### src/rtl/display_scan_mux_if.sv
// Bus bundle between a value source and the display scan multiplexer.
// The master side supplies the value and controls; the slave side returns the scan drive.
interface display_scan_mux_if #(
    parameter int N_DIGITS = 4
);
    logic [4*N_DIGITS-1:0] valor_i;
    logic                  load_i;
    logic                  blank_lz_i;
    logic [3:0]            palabra_o;
    logic [N_DIGITS-1:0]   an_o;
    logic                  pend_o;

    modport master (
        output valor_i,
        output load_i,
        output blank_lz_i,
        input  palabra_o,
        input  an_o,
        input  pend_o
    );

    modport slave (
        input  valor_i,
        input  load_i,
        input  blank_lz_i,
        output palabra_o,
        output an_o,
        output pend_o
    );
endinterface

### src/rtl/display_scan_mux.sv
// Time-multiplexed hex scan driver for display7: one nibble per digit slot,
// active-low digit enables, new values committed only at frame boundaries.
module display_scan_mux #(
    parameter int N_DIGITS    = 4,
    parameter int REFRESH_DIV = 27000
) (
    input logic              clk,
    input logic              rst_n,
    display_scan_mux_if.slave bus
);
    localparam int PW = $clog2(REFRESH_DIV);
    localparam int IW = (N_DIGITS > 1) ? $clog2(N_DIGITS) : 1;
    localparam int DW = 4 * N_DIGITS;

    localparam logic [PW-1:0] PRESC_LAST = PW'(REFRESH_DIV - 1);
    localparam logic [IW-1:0] IDX_LAST   = IW'(N_DIGITS - 1);

    logic [PW-1:0]       presc_q,    presc_d;
    logic [IW-1:0]       idx_q,      idx_d;
    logic [DW-1:0]       pend_reg_q, pend_reg_d;
    logic                pend_q,     pend_d;
    logic [DW-1:0]       disp_q,     disp_d;
    logic [3:0]          palabra_q,  palabra_d;
    logic [N_DIGITS-1:0] an_q,       an_d;

    logic                tick;
    logic                frame_end;
    logic [N_DIGITS-1:0] blank_mask;

    assign tick      = (presc_q == PRESC_LAST);
    assign frame_end = tick && (idx_q == IDX_LAST);

    // Prescaler and digit index
    always_comb begin
        presc_d = tick ? '0 : presc_q + PW'(1);
        idx_d   = idx_q;
        if (tick) begin
            idx_d = (idx_q == IDX_LAST) ? '0 : idx_q + IW'(1);
        end
    end

    // A load landing on the frame boundary goes straight to the display and
    // supersedes anything still pending.
    always_comb begin
        pend_reg_d = pend_reg_q;
        pend_d     = pend_q;
        disp_d     = disp_q;
        if (frame_end) begin
            if (bus.load_i) begin
                disp_d = bus.valor_i;
                pend_d = 1'b0;
            end else if (pend_q) begin
                disp_d = pend_reg_q;
                pend_d = 1'b0;
            end
        end else if (bus.load_i) begin
            pend_reg_d = bus.valor_i;
            pend_d     = 1'b1;
        end
    end

    // Digit k is a leading zero when it and every higher nibble are zero;
    // digit 0 always stays lit so a zero value still shows "0".
    always_comb begin
        logic run_zero;
        run_zero   = 1'b1;
        blank_mask = '0;
        for (int k = N_DIGITS - 1; k >= 0; k--) begin
            run_zero      = run_zero && (disp_q[4*k +: 4] == 4'h0);
            blank_mask[k] = bus.blank_lz_i && run_zero && (k != 0);
        end
    end

    always_comb begin
        logic blanked;
        palabra_d = 4'h0;
        an_d      = '1;
        blanked   = 1'b0;
        for (int k = 0; k < N_DIGITS; k++) begin
            if (idx_q == IW'(k)) begin
                palabra_d = disp_q[4*k +: 4];
                an_d[k]   = 1'b0;
                blanked   = blank_mask[k];
            end
        end
        if (blanked) begin
            palabra_d = 4'h0;
            an_d      = '1;
        end
    end

    always_ff @(posedge clk or negedge rst_n) begin
        if (!rst_n) begin
            presc_q    <= '0;
            idx_q      <= '0;
            pend_reg_q <= '0;
            pend_q     <= 1'b0;
            disp_q     <= '0;
            palabra_q  <= 4'h0;
            an_q       <= '1;
        end else begin
            presc_q    <= presc_d;
            idx_q      <= idx_d;
            pend_reg_q <= pend_reg_d;
            pend_q     <= pend_d;
            disp_q     <= disp_d;
            palabra_q  <= palabra_d;
            an_q       <= an_d;
        end
    end

    assign bus.palabra_o = palabra_q;
    assign bus.an_o      = an_q;
    assign bus.pend_o    = pend_q;

endmodule

### src/flat_wrapper.sv
// flat-port wrapper written by rule: the top's interface ports become plain ports
module display_scan_mux_flat 
#(
    parameter int N_DIGITS    = 4,
    parameter int REFRESH_DIV = 27000
)
  (clk, rst_n, bus_valor_i, bus_load_i, bus_blank_lz_i, bus_palabra_o, bus_an_o, bus_pend_o);
  display_scan_mux_if #(.N_DIGITS(N_DIGITS)) bus_i ();
  input logic clk;
  input logic rst_n;
  input wire logic [$bits(bus_i.valor_i)-1:0] bus_valor_i;
  input wire logic [$bits(bus_i.load_i)-1:0] bus_load_i;
  input wire logic [$bits(bus_i.blank_lz_i)-1:0] bus_blank_lz_i;
  output wire logic [$bits(bus_i.palabra_o)-1:0] bus_palabra_o;
  output wire logic [$bits(bus_i.an_o)-1:0] bus_an_o;
  output wire logic [$bits(bus_i.pend_o)-1:0] bus_pend_o;
  assign bus_i.valor_i = bus_valor_i;
  assign bus_i.load_i = bus_load_i;
  assign bus_i.blank_lz_i = bus_blank_lz_i;
  assign bus_palabra_o = bus_i.palabra_o;
  assign bus_an_o = bus_i.an_o;
  assign bus_pend_o = bus_i.pend_o;
  display_scan_mux #(.N_DIGITS(N_DIGITS), .REFRESH_DIV(REFRESH_DIV)) u_core (.clk(clk), .rst_n(rst_n), .bus(bus_i));
endmodule
### config.mk
export PLATFORM = sky130hd
export DESIGN_NAME = display_scan_mux_flat
export DESIGN_NICKNAME = d
export VERILOG_FILES = /design/src/rtl/display_scan_mux_if.sv /design/src/rtl/display_scan_mux.sv /design/src/flat_wrapper.sv
export SDC_FILE = /design/constraint.sdc
export NUM_CORES = 1
export LEC_CHECK = 0
export ABC_AREA = 1
export BUFFER_PORTS_ARGS = -buffer_cell sky130_fd_sc_hd__buf_4
export CAP_MARGIN = 25
export CORE_UTILIZATION = 60
export DETAILED_ROUTE_END_ITERATION = 12
export GPL_TIMING_DRIVEN = 0
export PLACE_DENSITY = 0.81
export SLEW_MARGIN = 5
export SYNTH_ARGS = -nofsm -noshare
export SYNTH_HDL_FRONTEND = slang
export SYNTH_SLANG_ARGS = --single-unit
### constraint.sdc
create_clock -name clk -period 2.8 [get_ports clk]
set_input_delay 0.14 -clock clk [delete_from_list [all_inputs] [get_ports clk]]
set_output_delay 0.14 -clock clk [all_outputs]
set_load 0.02 [all_outputs]
==> results of run 1 <==
==> cell type report <==
cell class              count  area, µm²
multi-input cells         262       1304
plain buffers              16      85.08
repair buffers             28      212.7
clock buffers              14      172.7
inverters                  41      153.9
flip-flops and latches     58       1456
fillers                   401       1276
clock inverters             2      10.01
well taps                  67      83.83
==> metrics by stage <==
stage / instances / hold WS, ns / worst slack, ns / power (W)
global route: 488 / 0.04733 / 0.9402 / 0.001743
global placement: 471 / 0.2348 / 1.150 / 0.0009914
finish: 488 / 0.04851 / 1.090 / 0.001679
floorplan: 377 / -0.1556 / 1.417 / 0.0009407
CTS: 488 / 0.03928 / 1.080 / 0.001700
detailed placement: 471 / 0.2378 / 1.122 / 0.0009955
==> layer usage <==
metal,global-route usage,share of wire
met1,0.3522,0.48
met2,0.3936,0.45
met3,0.04144,0.045
met4,0.1242,0.019
met5,0,0
==> final timing paths <==
path | slack, ns | depth (start not counted) | endpoint
hold reg to reg | 0.47 | 1 | u_core.presc_q[0]
setup reg to reg | 1.09 | 8 | u_core.disp_q[12]
min in group asynchronous | 0.40 | 2 | u_core.presc_q[8]
max in group asynchronous | 1.92 | 2 | u_core.pend_reg_q[0]
setup / recovery | 1.09 | 8 | u_core.disp_q[12]
hold / removal | 0.05 | 3 | u_core.pend_reg_q[0]
==> power by group <==
part / switching, W / internal [W] / total [W]
clock network: 0.000306 / 0.000391 / 0.000697
logic: 0.0000651 / 0.0000444 / 0.000109
registers: 0.0000127 / 0.000859 / 0.000872
==> critical path: stages, from the launching register on <==
cell and delay [ns]:
dfrtp_1 0.37, ha_1 0.20, nand2_1 0.09, inv_2 0.09, nand3_1 0.09, nor2_2 0.28, buf_2 0.28, nand4_1 0.12
nand2_1 0.10
==> state kept, by name (all words and copies together) (netlist names) <==
register              flops
u_core.disp_q            16
u_core.pend_reg_q        16
u_core.presc_q           15
u_core.bus.an_o           4
u_core.bus.palabra_o      4
u_core.idx_q              2
u_core.bus.pend_o         1
==> logic make-up (layout without fill, tap and decap cells) <==
kind of cell | after synthesis | count (layout) | synth area share
xor+xnor | 6 | 6 | 0.01752
fa+ha+maj | 5 | 5 | 0.02086
compound gates | 35 | 35 | 0.05924
flops | 58 | 58 | 0.4856
simple gates | 216 | 216 | 0.3371
buf+inv | 57 | 101 | 0.07968
==> timing repair <==
action,CTS,global route
setup endpoints to repair,0,0
hold buffers,1,0
endpoints found under the hold margin,54,0
==> layout by cell type (no fill, tap or decap), drive strengths merged, types with 3 or more instances in the layout <==
cell type  instances
nor2              33
ha                 5
o21ai             27
inv               41
clkbuf            19
or2                3
a21oi              7
xor2               6
nand2            125
nand4             19
nand3             33
buf               38
dfstp              4
dfrtp             54
==> impl_metrics.env, run 1 <==
export IMPL_outcome="finished clean"
export IMPL_async_reset_ff_frac=1.000
export IMPL_placed_area_um2=3286
export IMPL_post_cts_setup_buffers=0
export IMPL_num_antenna_cells=0
export IMPL_row_count=25
export IMPL_worstSetupPathType="register to register"
export IMPL_tns_ns=0
export IMPL_crit_required_ns=3.07
export IMPL_yosys_area_top_type="dfrtp_1"
export IMPL_clk_pin_slew_ns=0.06
export IMPL_drt_total_wl_um=6019
export IMPL_syn_nets=402
export IMPL_num_vias=2514
export IMPL_die_width_um=72.70
export IMPL_synthDistinctLibCells=29
export IMPL_cts_num_sinks=58
export IMPL_dieArea_um2=5285
export IMPL_report_final_slew_viol_count=0
export IMPL_htree_levels=3
export IMPL_r2r_start="u_core.presc_q[0]"
export IMPL_postRouteAntennaNets=0
export IMPL_io_pins=29
export IMPL_clock_path_buffers=2
export IMPL_netlist_instances=377
export IMPL_tightest_slew_ns=0.7099
export IMPL_synth_enable_flop_cells=0
export IMPL_setup_worst_path_start_class="register"
export IMPL_drc=0
export IMPL_syn_area_um2=2999
export IMPL_grt_pass1_wl_um=10130
export IMPL_floorplan_initialDensity=0.6308
export IMPL_area_growth_pct=15.98
export IMPL_yosysMostFrequentCell="nand2_1"
export IMPL_design_area_um2=3478
export IMPL_die_h_um=72.70
export IMPL_via_per_inst=5.152
export IMPL_numCtsBuffers=9
export IMPL_end_kind="register"
export IMPL_io_buffers=27
export IMPL_ys_seq_elements=58
export IMPL_cap_violations=0
export IMPL_rsz0062_at_grt="no"
export IMPL_yosysWarnings=0
export IMPL_antenna_found_initial=0
export IMPL_clock_root_buffer="clkbuf_8"
export IMPL_gr_usage_all_layers=0.2550
export IMPL_p_leak_nw=1.871
export IMPL_fin_crit_ns=1.710
export IMPL_post_drt_wl_per_cell_um=12.33
export IMPL_firstDrtPassIters=4
export IMPL_p_per_area_nw_per_um2=482.6
export IMPL_synth_common_cells="nand2_1 (110), dfrtp_1 (54), inv_1 (37)"
export IMPL_vdd_ir_drop_max_mv=0.4881
export IMPL_post_route_period_util=0.6109
export IMPL_cts_resized=0
export IMPL_hold_path_class="primary input to register"
export IMPL_yosys_most_used_dff="dfrtp_1"
export IMPL_final_nets=441
export IMPL_yosysTopAreaCellShare=0.4506
export IMPL_detailedPlacementHpwl_um=4349
export IMPL_grt_remaining_overflow=0
export IMPL_synthTopCellsByArea="dfrtp_1 (45%), nand2_1 (14%), nand3_1 (5.3%)"
export IMPL_clkLatencyLatePin_ns=0.33
export IMPL_critPathMaxFanout=10
export IMPL_setup_viol=0
export IMPL_cts_tree="done"
export IMPL_fmax_mhz=584.7
export IMPL_grt_pass1_vias=2253
export IMPL_postSynthAreaPerCell_um2=7.955
export IMPL_slew_headroom=0.5267
export IMPL_min_from="bus_valor_i[0]"
export IMPL_ys_seq_area_frac=0.4856
export IMPL_drive_gt1_frac=0.1900
export IMPL_crit_arrival_ns=1.98
export IMPL_final_util=0.7316
export IMPL_drt_iter0_drc=181
export IMPL_grt_start_max_net_pins=59
export IMPL_finalClockSkew_ns=0.006942
export IMPL_crit_start="u_core.presc_q[0]"
export IMPL_hold_viol_final=0
export IMPL_core_um2=4755
export IMPL_place_congestion=0.8435
Note: power is estimated with default switching activity, not from simulation.
==> inputs of run 2 (changes only) <==
--- a/config.mk
+++ b/config.mk
@@ -5,13 +5,13 @@
 export SDC_FILE = /design/constraint.sdc
 export NUM_CORES = 1
 export LEC_CHECK = 0
-export ABC_AREA = 1
+export ABC_AREA = 0
 export BUFFER_PORTS_ARGS = -buffer_cell sky130_fd_sc_hd__buf_4
 export CAP_MARGIN = 25
-export CORE_UTILIZATION = 60
+export CORE_UTILIZATION = 58
 export DETAILED_ROUTE_END_ITERATION = 12
 export GPL_TIMING_DRIVEN = 0
-export PLACE_DENSITY = 0.81
+export PLACE_DENSITY = 0.79
 export SLEW_MARGIN = 5
 export SYNTH_ARGS = -nofsm -noshare
 export SYNTH_HDL_FRONTEND = slang
==> constraint.sdc (replaced) <==
create_clock -name clk -period 1.7 [get_ports clk]
set_input_delay 0.085 -clock clk [delete_from_list [all_inputs] [get_ports clk]]
set_output_delay 0.085 -clock clk [all_outputs]
set_load 0.02 [all_outputs]
==> run 2 against run 1 <==
Net effect: the flow now finishes with violations (setup timing); flip-flop and latch count unchanged; synthesized area fell by 6.0%; clock power increased by 69%; synthesized cell count decreased by 33%; design area grew 8.9%; hold slack better by 0.17 ns; die area down 2.7%; sequential power is 65% higher; final cell count fell by 21%; wire length is 18% higher; utilization up 11 points; critical path type unchanged; critical endpoint is now u_core.disp_q[10]; highest routed layer unchanged.
==> impl_metrics.env, run 2 <==
export IMPL_cpMaxStageDelayCell="or3_4"
export IMPL_detailedPlacementHpwl_um=4043
export IMPL_post_route_period_util=1.072
export IMPL_yosys_most_used_dff="dfrtp_1"
export IMPL_slowest_delay_ns=0.42
export IMPL_instances_no_fill=384
export IMPL_syn_nets=279
export IMPL_clock_path_buffers=2
export IMPL_yosysWarnings=0
export IMPL_floorplan_initialDensity=0.6258
export IMPL_setup_viol=32
export IMPL_antenna_found_initial=0
export IMPL_dieArea_um2=5143
export IMPL_grt_pass1_vias=2336
export IMPL_placed_cells=333
export IMPL_finalClockSkew_ns=0.005271
export IMPL_crit_required_ns=1.93
export IMPL_syn_area_um2=2819
export IMPL_synth_area_mux_share=0.06747
export IMPL_hold_viol_final=0
export IMPL_slew_headroom=0.5196
export IMPL_synthDistinctLibCells=39
export IMPL_critPathMaxFanout=8
export IMPL_fmax_mhz=548.5
export IMPL_numCtsBuffers=9
export IMPL_post_drt_wl_per_cell_um=18.56
export IMPL_drt_iter0_drc=163
export IMPL_end_kind="register"
export IMPL_fin_ws_ns=-0.1230
export IMPL_worstSetupPathType="register to register"
export IMPL_violations="setup timing"
export IMPL_final_nets=352
export IMPL_report_final_slew_viol_count=0
export IMPL_crit_arrival_ns=2.06
export IMPL_fin_crit_ns=1.823
export IMPL_postSynthAreaPerCell_um2=11.10
export IMPL_rsz0062_at_grt="yes"
export IMPL_die_width_um=71.72
export IMPL_synth_compound_area_frac=0.1398
export IMPL_io_pins=29
export IMPL_num_vias=2366
export IMPL_synth_xor_area_frac=0.02796
export IMPL_cts_num_sinks=58
export IMPL_clk_pin_slew_ns=0.06
export IMPL_total_power_w=0.002859
export IMPL_tightest_slew_ns=0.7205
export IMPL_num_antenna_cells=0
export IMPL_io_buffers=27
export IMPL_p_per_area_nw_per_um2=754.8
export IMPL_synthAdderAreaFrac=0.02219
export IMPL_yosysMostFrequentCell="dfrtp_1"
export IMPL_drc=0
export IMPL_yosysTopAreaCellShare=0.4794
export IMPL_async_reset_ff_frac=1.000
export IMPL_clkLatencyLatePin_ns=0.35
export IMPL_synth_enable_flop_cells=0
export IMPL_clock_root_buffer="clkbuf_8"
export IMPL_ys_seq_area_frac=0.5166
export IMPL_postRouteAntennaNets=0
export IMPL_hold_path_class="primary input to register"
export IMPL_grt_remaining_overflow=0
export IMPL_reg_top3="u_core.disp_q x16, u_core.pend_reg_q x16, u_core.presc_q x15"
export IMPL_firstDrtPassIters=4
export IMPL_row_count=24
export IMPL_final_common_cell="dfrtp_1"
export IMPL_p_leak_nw=1.710
export IMPL_via_per_inst=6.161
export IMPL_die_h_um=71.72
export IMPL_vdd_ir_drop_max_mv=0.5260
export IMPL_htree_levels=3
export IMPL_setup_worst_path_start_class="register"
export IMPL_synth_common_cells="dfrtp_1 (54), nor2_1 (23), nand2_1 (18)"
export IMPL_cap_violations=0
export IMPL_place_congestion=0.8026
export IMPL_synth_top_family_by_area="simple AND/OR/NAND/NOR gates"
export IMPL_area_growth_pct=34.35
export IMPL_yosys_area_top_type="dfrtp_1"
export IMPL_final_cell_mix="dfrtp_1 (50), buf_4 (43), nor2_1 (23), dlygate4sd3_1 (18)"
export IMPL_gr_usage_all_layers=0.2952
export IMPL_netlist_instances=254
export IMPL_drive_gt1_frac=0.3434
export IMPL_synth_simple_area_share=0.1811
export IMPL_grt_start_max_net_pins=59
export IMPL_core_um2=4504
export IMPL_synthTopCellsByArea="dfrtp_1 (48%), mux2_2 (6.4%), o221a_1 (4.0%)"
export IMPL_ys_seq_elements=58
export IMPL_crit_chain="ha_4 > and4bb_1 > nand4_4 > or3_4 > clkbuf_16 > o221a_1"
export IMPL_cts_tree="done"
export IMPL_drt_total_wl_um=7128
export IMPL_grt_pass1_wl_um=11190
export IMPL_outcome="finished with violations"
## run 2: worst paths after layout
kind	from	end	slack [ns]	depth (start not counted)
setup reg to reg	u_core.presc_q[1]	u_core.disp_q[10]	-0.12	6
hold / removal	bus_load_i	u_core.disp_q[15]	0.22	3
hold reg to reg	u_core.pend_reg_q[6]	u_core.pend_reg_q[6]	0.51	1
min in group asynchronous	rst_n	u_core.bus.palabra_o[1]	0.35	2
setup / recovery	u_core.presc_q[1]	u_core.disp_q[10]	-0.12	6
max in group asynchronous	rst_n	u_core.presc_q[9]	0.85	2
## run 2: cells by family after synthesis
family,after synthesis
and+or+nand+nor,94
DFF,58
AOI/OAI and AO/OA,50
buffers and inverters,21
muxes,17
xor gates and xnor gates,9
adders and majority gates,5
## run 2: area by class of cell
type	count	area (µm²)
clock buffer	14	172.7
fill	233	716.9
tap	52	65.06
sequential	58	1461
timing repair buffer	66	586.8
buffer	11	105.1
multi-input combinational	175	1364
inverter	6	22.52
clock inverter	2	10.01
## run 2: stage by stage
step	utilization	hold WS [ns]	cell area [µm²]	setup TNS (ns)	setup slack (ns)
after detailed placement	0.6908	0.1890	3112	-8.501	-0.3283
after CTS	0.8133	0.2063	3664	-2.222	-0.1296
after floorplan	-	-0.2106	2844	-1.704	-0.1263
after global placement	0.6908	0.1891	3112	-7.013	-0.2706
after global routing	0.8408	0.2347	3787	-4.039	-0.1663
final	0.8408	0.2216	3787	-2.172	-0.1230
## run 2: layer usage
layer	up-vias	track usage	wire, µm
met2	80	0.4958	3742
met1	1182	0.3532	2912
met4	0	0.1569	117
met3	15	0.07032	356
li1	1089	-	-
met5	-	0	0
## run 2: power breakdown
group / switching (W) / internal, W
registers: 0.0000224 / 0.00142
logic: 0.0000984 / 0.000136
clock network: 0.000538 / 0.000644
total: 0.000659 / 0.00220
## run 2: what timing repair did
item                                    CTS  global route
resized for setup                        24            14
endpoints found under the setup margin   41            44
endpoints found under the hold margin    71             0
buffers inserted                         13             6
cloned                                    0             2
hold buffers                             18             0
pin swaps                                 5             6
## run 2: critical path, delay by kind of cell (launching register included)
| kind | cells | cell delay [ns] |
|---|---|---|
| flip-flops | 1 | 0.40 |
| AND/OR/NAND/NOR | 3 | 0.76 |
| adder cells (fa/ha/maj) | 1 | 0.17 |
| buffers and inverters | 1 | 0.19 |
| AO/OA/AOI/OAI | 1 | 0.20 |
==> inputs of run 3 (changes only) <==
--- a/config.mk
+++ b/config.mk
@@ -8,10 +8,10 @@
 export ABC_AREA = 0
 export BUFFER_PORTS_ARGS = -buffer_cell sky130_fd_sc_hd__buf_4
 export CAP_MARGIN = 25
-export CORE_UTILIZATION = 58
+export CORE_UTILIZATION = 60
 export DETAILED_ROUTE_END_ITERATION = 12
 export GPL_TIMING_DRIVEN = 0
-export PLACE_DENSITY = 0.79
+export PLACE_DENSITY = 0.81
 export SLEW_MARGIN = 5
 export SYNTH_ARGS = -nofsm -noshare
 export SYNTH_HDL_FRONTEND = slang
==> constraint.sdc (replaced) <==
create_clock -name clk -period 2.3 [get_ports clk]
set_input_delay 0.115 -clock clk [delete_from_list [all_inputs] [get_ports clk]]
set_output_delay 0.115 -clock clk [all_outputs]
set_load 0.02 [all_outputs]
==> run 3 against run 2 <==
Net effect: the flow finishes with violations (DRC); largest power group unchanged; combinational power is 52% lower; final cell count down 8.9%; clock power fell by 31%; design area fell by 13%; clock-buffer cell count down 4; via count is 11% lower; fmax down 14%; critical path type unchanged; largest cell class unchanged; hold slack worse by 0.20 ns; wire length decreased by 18%; first-iteration DRC count fell by 17%; critical path depth unchanged; total power is 30% lower.
==> impl_metrics.env, run 3 (synthesis results as in run 2) <==
export IMPL_outcome="finished with violations"
export IMPL_violations="DRC"
export IMPL_p_per_area_nw_per_um2=607.8
export IMPL_crit_required_ns=2.52
export IMPL_fin_hold_ws_ns=0.01870
export IMPL_detailedPlacementHpwl_um=3948
export IMPL_io_buffers=27
export IMPL_numCtsBuffers=9
export IMPL_num_vias=2117
export IMPL_grt_start_max_net_pins=59
export IMPL_drc=4
export IMPL_fmax_mhz=471.2
export IMPL_final_common_cell="dfrtp_1"
export IMPL_tns_ns=0
export IMPL_setup_viol=0
export IMPL_crit_chain="ha_1 > nor4bb_2 > nand4_1 > nand2_2 > buf_4 > mux2_2"
export IMPL_finalClockSkew_ns=0.008466
export IMPL_htree_levels=3
export IMPL_clock_root_buffer="clkbuf_8"
export IMPL_fin_crit_ns=2.122
export IMPL_gr_usage_all_layers=0.2651
export IMPL_via_per_inst=6.049
export IMPL_post_drt_wl_per_cell_um=16.72
export IMPL_total_power_w=0.001992
export IMPL_clock_path_buffers=2
export IMPL_firstDrtPassIters=8
export IMPL_critPathMaxFanout=10
export IMPL_drt_iter0_drc=135
export IMPL_worstSetupPathType="register to register"
export IMPL_die_h_um=70.55
export IMPL_cts_tree="done"
export IMPL_end_kind="register"
export IMPL_final_nets=318
export IMPL_vdd_ir_drop_max_mv=0.4438
export IMPL_cpMaxStageDelayCell="dfrtp_1"
export IMPL_crit_arrival_ns=2.35
export IMPL_row_count=24
export IMPL_hold_path_class="primary input to register"
export IMPL_hold_viol_final=0
export IMPL_num_antenna_cells=0
export IMPL_report_final_slew_viol_count=0
export IMPL_slew_headroom=0.5238
export IMPL_p_leak_nw=1.425
export IMPL_slowest_delay_ns=0.39
export IMPL_post_route_period_util=0.9227
export IMPL_io_pins=29
export IMPL_grt_remaining_overflow=0
export IMPL_grt_pass1_vias=2114
export IMPL_grt_pass1_wl_um=9970
export IMPL_place_congestion=0.7899
export IMPL_drive_gt1_frac=0.2819
export IMPL_antenna_found_initial=0
export IMPL_reg_top3="u_core.disp_q x16, u_core.pend_reg_q x16, u_core.presc_q x15"
export IMPL_tightest_slew_ns=0.7143
export IMPL_drt_total_wl_um=5852
export IMPL_cap_violations=0
export IMPL_clk_pin_slew_ns=0.06
export IMPL_cts_num_sinks=58
export IMPL_area_growth_pct=16.24
export IMPL_clkLatencyLatePin_ns=0.34
export IMPL_core_um2=4444
export IMPL_die_width_um=70.55
export IMPL_postRouteAntennaNets=0
export IMPL_floorplan_initialDensity=0.6343
export IMPL_rsz0062_at_grt="no"
export IMPL_dieArea_um2=4977
export IMPL_setup_worst_path_start_class="register"
export IMPL_final_cell_mix="dfrtp_1 (54), buf_4 (28), nor2_1 (23)"
run 3: cell count changes in the layout (fill, tap and decap cells not counted), moves of 2 or more:
cell	delta
buf_4	-15
buf_6	-2
clkbuf_1	+2
clkbuf_16	-2
clkbuf_8	-3
clkinv_2	+3
dfrtp_1	+4
dfrtp_2	-4
dlygate4sd3_1	-17
ha_1	+3
ha_2	-2
mux2_2	+16
mux2_4	-16
run 3: layout make-up:
class | instances | area (µm²)
plain buffers | 15 | 105.1
clock buffers | 10 | 137.6
clock inverters | 6 | 32.53
fillers | 322 | 1167
inverters | 6 | 22.52
multi-input cells | 175 | 1245
flip-flops and latches | 58 | 1456
well taps | 52 | 65.06
repair buffers | 28 | 212.7
run 3: repair_timing:
action | 4_1_cts | 5_1_grt
pin swaps | 0 | 0
hold buffers | 1 | 0
buffers inserted | 0 | 0
resized for setup | 2 | 2
endpoints found under the setup margin | 10 | 10
endpoints found under the hold margin | 54 | 0
gates cloned | 0 | 0
run 3: critical path: cells and delay by family, from the launching register on:
family / cells / cell delay [ns]
flops: 1 / 0.39
buf+inv: 1 / 0.24
fa+ha+maj: 1 / 0.25
mux: 1 / 0.35
simple gates: 3 / 0.78
run 3: final timing paths:
kind / from / endpoint / slack, ns / depth (start not counted)
min in group asynchronous: rst_n / u_core.presc_q[2] / 0.39 / 2
worst max register to register: u_core.presc_q[0] / u_core.pend_reg_q[11] / 0.18 / 6
worst min register to register: u_core.presc_q[0] / u_core.presc_q[0] / 0.49 / 1
worst min-delay path: bus_valor_i[12] / u_core.pend_reg_q[12] / 0.02 / 2
worst max-delay path: u_core.presc_q[0] / u_core.pend_reg_q[11] / 0.18 / 6
max in group asynchronous: rst_n / u_core.pend_reg_q[8] / 1.45 / 2
run 3: through the flow:
step | setup WS, ns | utilization | std cells | area (µm²)
floorplan | 0.3662 | - | 254 | 2819
global placement | 0.02154 | 0.6945 | 333 | 3087
detailed placement | 0.008865 | 0.6945 | 333 | 3087
CTS | 0.09874 | 0.7371 | 350 | 3276
global route | 0.01762 | 0.7373 | 350 | 3277
finish | 0.1778 | 0.7373 | 350 | 3277
run 3: power breakdown:
group          switching [W]  leakage, nW  internal [W]
Clock               0.000408       0.0916      0.000409
Combinational      0.0000573        0.593     0.0000550
Sequential         0.0000136        0.740       0.00105
Total               0.000479         1.42       0.00151
run 3: layer usage:
layer,vias to the layer above,global-route usage,part of all wire
met2,51,0.4196,0.48
met3,11,0.06980,0.044
met4,0,0.1289,0.019
met1,1035,0.3436,0.46
li1,1020,-,-
met5,-,0,0
